===== config.mk =====
export PLATFORM = sky130hd
export DESIGN_NAME = sync_pattern_tx
export DESIGN_NICKNAME = d
export VERILOG_FILES = /design/src/rtl/sync_pattern_pkg.sv /design/src/rtl/sync_pattern_tx.sv
export SDC_FILE = /design/constraint.sdc
export NUM_CORES = 1
export LEC_CHECK = 0
export ABC_AREA = 0
export BUFFER_PORTS_ARGS = -buffer_cell sky130_fd_sc_hd__buf_2
export CAP_MARGIN = 20
export CORE_AREA = 2 2 58 46
export CTS_CLUSTER_DIAMETER = 30
export DETAILED_ROUTE_END_ITERATION = 12
export DIE_AREA = 0 0 60 48
export GPL_ROUTABILITY_DRIVEN = 1
export HOLD_SLACK_MARGIN = 0.1
export PLACE_DENSITY = 0.68
export SLEW_MARGIN = 20
export SYNTH_ARGS = -nofsm -noshare
export SYNTH_HDL_FRONTEND = slang
export SYNTH_SLANG_ARGS = --single-unit

===== constraint.sdc =====
create_clock -name clock -period 2.02 [get_ports clock]
set_input_delay 0.404 -clock clock [delete_from_list [all_inputs] [get_ports clock]]
set_output_delay 0.404 -clock clock [all_outputs]
set_load 0.005 [all_outputs]

===== src/rtl/sync_pattern_pkg.sv =====
// Shared constants for the sync-pattern transmitter and the 1011 detector.
// Holds the sync word, its length and the transmitter state encoding.
package sync_pattern_pkg;

   localparam int SYNC_LEN = 4;
   localparam int IDX_W    = $clog2(SYNC_LEN);

   localparam logic [SYNC_LEN-1:0] SYNC_PATTERN = 4'b1011;

   typedef enum logic [1:0] {
      IDLE    = 2'b00,
      SYNC    = 2'b01,
      PAYLOAD = 2'b10,
      GUARD   = 2'b11
   } state_t;

   function automatic int cnt_width(input int pw);
      return (pw > 1) ? $clog2(pw) : 1;
   endfunction

endpackage


===== src/rtl/sync_pattern_tx.sv =====
// Frame transmitter: sync 1011, payload MSB first, then one guard 0.
// All outputs are registered; they reflect the state entered at each edge.
module sync_pattern_tx
   import sync_pattern_pkg::*;
#(
   parameter int PAYLOAD_W = 8
) (
   input  logic                 clock,
   input  logic                 reset,
   input  logic                 start,
   input  logic [PAYLOAD_W-1:0] data,
   output logic                 w,
   output logic                 busy,
   output logic                 done
);

   localparam int CW = cnt_width(PAYLOAD_W);
   localparam logic [CW-1:0]    CNT_LAST = CW'(PAYLOAD_W - 1);
   localparam logic [IDX_W-1:0] IDX_LAST = IDX_W'(SYNC_LEN - 1);

   state_t               state_q, state_d;
   logic [IDX_W-1:0]     idx_q, idx_d;
   logic [CW-1:0]        cnt_q, cnt_d;
   logic [PAYLOAD_W-1:0] sh_q, sh_d;
   logic                 w_q, w_d;
   logic                 busy_q, busy_d;
   logic                 done_q, done_d;

   always_ff @(posedge clock or negedge reset) begin
      if (!reset) begin
         state_q <= IDLE;
         idx_q   <= '0;
         cnt_q   <= '0;
         sh_q    <= '0;
         w_q     <= 1'b0;
         busy_q  <= 1'b0;
         done_q  <= 1'b0;
      end else begin
         state_q <= state_d;
         idx_q   <= idx_d;
         cnt_q   <= cnt_d;
         sh_q    <= sh_d;
         w_q     <= w_d;
         busy_q  <= busy_d;
         done_q  <= done_d;
      end
   end

   // Outputs are computed for the state being entered, so w leads state by 0 cycles.
   always_comb begin
      state_d = state_q;
      idx_d   = idx_q;
      cnt_d   = cnt_q;
      sh_d    = sh_q;
      w_d     = 1'b0;
      busy_d  = 1'b0;
      done_d  = 1'b0;
      unique case (state_q)
         IDLE: begin
            if (start) begin
               state_d = SYNC;
               idx_d   = IDX_LAST;
               sh_d    = data;
               w_d     = SYNC_PATTERN[IDX_LAST];
               busy_d  = 1'b1;
            end
         end
         SYNC: begin
            busy_d = 1'b1;
            if (idx_q == '0) begin
               state_d = PAYLOAD;
               cnt_d   = CNT_LAST;
               w_d     = sh_q[PAYLOAD_W-1];
               sh_d    = sh_q << 1;
            end else begin
               idx_d = idx_q - IDX_W'(1);
               w_d   = SYNC_PATTERN[idx_q - IDX_W'(1)];
            end
         end
         PAYLOAD: begin
            busy_d = 1'b1;
            if (cnt_q == '0) begin
               state_d = GUARD;
               done_d  = 1'b1;
            end else begin
               cnt_d = cnt_q - CW'(1);
               w_d   = sh_q[PAYLOAD_W-1];
               sh_d  = sh_q << 1;
            end
         end
         GUARD: begin
            state_d = IDLE;
         end
         default: begin
            state_d = IDLE;
         end
      endcase
   end

   assign w    = w_q;
   assign busy = busy_q;
   assign done = done_q;

endmodule

==> flow_metrics.py <==
metrics = {
    "global_route": {
        "met3_usage_pct": 4.86,
        "grt_pass1_vias": 743,
        "grt_max_degree": 19,
        "antenna_found_initial": 0,
        "grt_remaining_overflow": 0,
        "top_usage_layer": "met2",
        "grt_first_pass_wirelength_um": 3440,
        "track_usage_pct": 16.9,
        "met1_usage_pct": 21.0,
        "grtUsageMet2_pct": 29.6,
    },
    "clocking": {
        "cts_resized": 0,
        "tritoncts": "yes",
        "cts_root_buffer": "clkbuf_4",
        "clock_path_buffers": 2,
        "worstSkewPairLatency_ns": 0.29,
        "cts_buffers": 3,
        "clkSinkCount": 18,
        "clk_pin_slew_ns": 0.10,
        "cts-htree-levels": 1,
    },
    "routing": {
        "vias_per_cell": 5.27,
        "dr.first_iter.drc_count": 82,
        "first_pass_iters": 4,
        "totalWireLength_um": 2050,
        "wl_per_cell_um": 13.4,
        "vias": 806,
        "drcViolationCount": 0,
        "detail-route-antenna-nets": 0,
    },
    "power_and_ir_drop": {
        "power.share.switching_pct": 38.1,
        "power_frac_clock_pct": 8.4,
        "p_comb_share_pct": 60.4,
        "seq_power_share_pct": 31.2,
        "total_leakage_power_nw": 0.597,
        "peakVddDrop_mv": 0.821,
        "p_switching_w": 0.000798,
        "internal-power_w": 0.00129,
        "power_density_mw_per_mm2": 1650,
    },
    "synth": {
        "synth-compound-area-share_pct": 11.5,
        "syn_nets": 121,
        "syn_inst": 100,
        "synth.distinct_cells": 30,
        "syn_avg_cell_area_sq_um": 11.0,
        "syn_area_sq_mm": 0.00110,
        "synthSimpleGateAreaFrac_pct": 16.0,
        "ys_ff_latch": 18,
        "muxShareOfSynthArea_pct": 16.3,
        "ys.warnings.count": 0,
        "synthAdderAreaFrac_pct": 11.3,
        "synth_xor_area_share_pct": 0,
        "yosysSeqAreaShare_pct": 40.8,
        "synth_top_family_by_area": "multiplexers",
    },
    "placed_design": {
        "port_buffers": 13,
        "gp_congestion": 0.787,
        "pre_cts_ws_ns": 0.148,
        "place_inst": 149,
        "hpwl_um": 1560,
    },
    "finish": {
        "drive_gt1_share_pct": 35.3,
        "multi_input_area_sq_um": 608,
        "area_growth_pct": 14.7,
        "instances_no_fill": 153,
        "n_fill_cell": 209,
        "regArea_sq_um": 450,
        "nNetsFinal": 142,
        "final_util_pct": 55.8,
        "most-common-layout-cells": "dfrtp_1 (18), mux2_2 (16), buf_2 (13)",
        "antennaDiodeCount": 0,
        "layout_commonest_cell": "dfrtp_1",
    },
    "critical_path": {
        "reg2reg_setup_slack_ns": 0.14,
        "crit_type": "reg2reg",
        "worstPathRequired_ns": 2.19,
        "endpoint_kind": "register",
        "rr_startpoint": "state_q[0]",
        "startpoint_type": "register",
        "critPathMaxStageDelay_ns": 0.43,
        "path_cells": "inv_1, ha_1, and3b_2, nor4_4, buf_4, mux2_2",
        "r2r-end": "sh_q[3]",
        "critPathSlowestCell": "dfrtp_1",
        "crit_arrival_ns": 2.05,
        "cp_max_fo": 8,
        "r2r_cells": 6,
    },
    "floorplanning": {
        "pin_count": 14,
        "fp.dieH_um": 48,
        "rows": 15,
        "die_w_um": 60,
        "die_area_sq_mm": 0.00288,
        "initial_utilization_pct": 48.6,
        "coreArea_sq_mm": 0.00227,
    },
    "worst_hold_path": {
        "worstHoldPathType": "in2reg",
        "min_delay_path_depth": 3,
        "min_from": "start",
        "hold_end": "busy",
    },
    "sta": {
        "whs_ns": 0.452,
        "fin_skew_ns": 0.00881,
        "setup_slack_ns": 0.140,
        "finalHoldViolations": 0,
        "min_period_ns": 1.88,
        "setup_tns_ns": 0,
        "max_freq_mhz": 532,
        "finalCritPeriodShare_pct": 93.1,
        "setup_viol": 0,
        "finalMaxSlewViolations": 0,
        "tightestPinTransition_ns": 0.413,
        "slew-limit-headroom_pct": 72.5,
        "rsz0062_at_grt": "no",
    },
    "flow_run": {
        "timing.max_cap.violations": 0,
    },
    "outcome": {
        "status": "completed",
    },
}
cell type report:
class                   count  share of cell area, %
inverters                   8                   2.37
multi-input cells          71                   48.0
flip-flops and latches     18                   35.6
clock buffers               3                   1.78
well taps                  34                   3.36
repair buffers             19                   8.89
registers in the layout, indices dropped and copies added, names as in the netlist:
signal   flops
cnt_q        3
done         1
sh_q         8
state_q      2
busy         1
idx_q        2
w            1
cells in the mapped netlist:
cell | count | area (sq um)
nand3_1 | 3 | 15.0
inv_1 | 8 | 30.0
a22o_1 | 1 | 8.76
a221oi_1 | 1 | 8.76
nor2_1 | 4 | 15.0
and2b_1 | 1 | 7.51
dfrtp_1 | 18 | 450
o21ai_0 | 4 | 20.0
nor3_1 | 1 | 5.00
and3b_2 | 1 | 10.0
nor2b_1 | 4 | 25.0
o221a_2 | 1 | 11.3
a21oi_1 | 4 | 20.0
and3b_1 | 1 | 8.76
ha_1 | 10 | 125
nand2_1 | 1 | 3.75
clkbuf_1 | 2 | 7.51
o311a_1 | 1 | 10.0
nand2b_1 | 4 | 25.0
a31oi_1 | 1 | 6.26
or2_2 | 2 | 12.5
o211ai_1 | 1 | 7.51
mux2_2 | 16 | 180
nand4_1 | 2 | 12.5
buf_4 | 1 | 7.51
a32oi_1 | 1 | 8.76
a211oi_1 | 2 | 15.0
o32a_1 | 1 | 10.0
nand3b_1 | 2 | 15.0
nor4_4 | 1 | 21.3
critical path, delay by kind of cell, from the launching register on:
| family | cells | cell delay (ns) |
|---|---|---|
| buffers and inverters | 2 | 0.30 |
| AND/OR/NAND/NOR | 2 | 0.47 |
| multiplexers | 1 | 0.35 |
| adder cells (fa/ha/maj) | 1 | 0.21 |
| flip-flops | 1 | 0.43 |
cell families after synthesis:
kind of cell,count (synthesis)
compound gates,18
mux,16
flops,18
simple gates,27
fa+ha+maj,10
buf+inv,11
layer usage:
metal / up-vias / part of all wire, %
met5: - / 0
met4: 0 / 0
met3: 0 / 3.4
met2: 16 / 48
met1: 391 / 48
li1: 399 / -
worst max path at each step:
stage,endpoint,from,cells after the start
global route,sh_q[3],state_q[0],6
detailed placement,sh_q[1],state_q[0],6
global placement,sh_q[3],state_q[0],6
CTS,sh_q[1],state_q[0],6
finish,sh_q[3],state_q[0],6
floorplan,sh_q[0],idx_q[0],5
what timing repair did:
action / 4_1_cts / 5_1_grt
endpoints found under the hold margin: 18 / 0
hold buffers: 1 / 0
setup buffers: 0 / 0
power by group through the flow:
stage / combinational [W] / clock, W / sequential [W]
floorplan: 0.000986 / 0 / 0.000632
global placement: 0.00122 / 0 / 0.000649
detailed placement: 0.00126 / 0 / 0.000660
CTS: 0.00127 / 0.000187 / 0.000653
global route: 0.00141 / 0.000203 / 0.000680
finish: 0.00126 / 0.000176 / 0.000653
per-stage QoR:
stage	instance area, sq um	power [W]
6_report	1270	0.00209
3_3_place_gp	1230	0.00187
2_1_floorplan	1100	0.00162
4_1_cts	1270	0.00211
5_1_grt	1270	0.00230
3_5_place_dp	1230	0.00192
No activity file was read; power rests on OpenSTA's default activity.
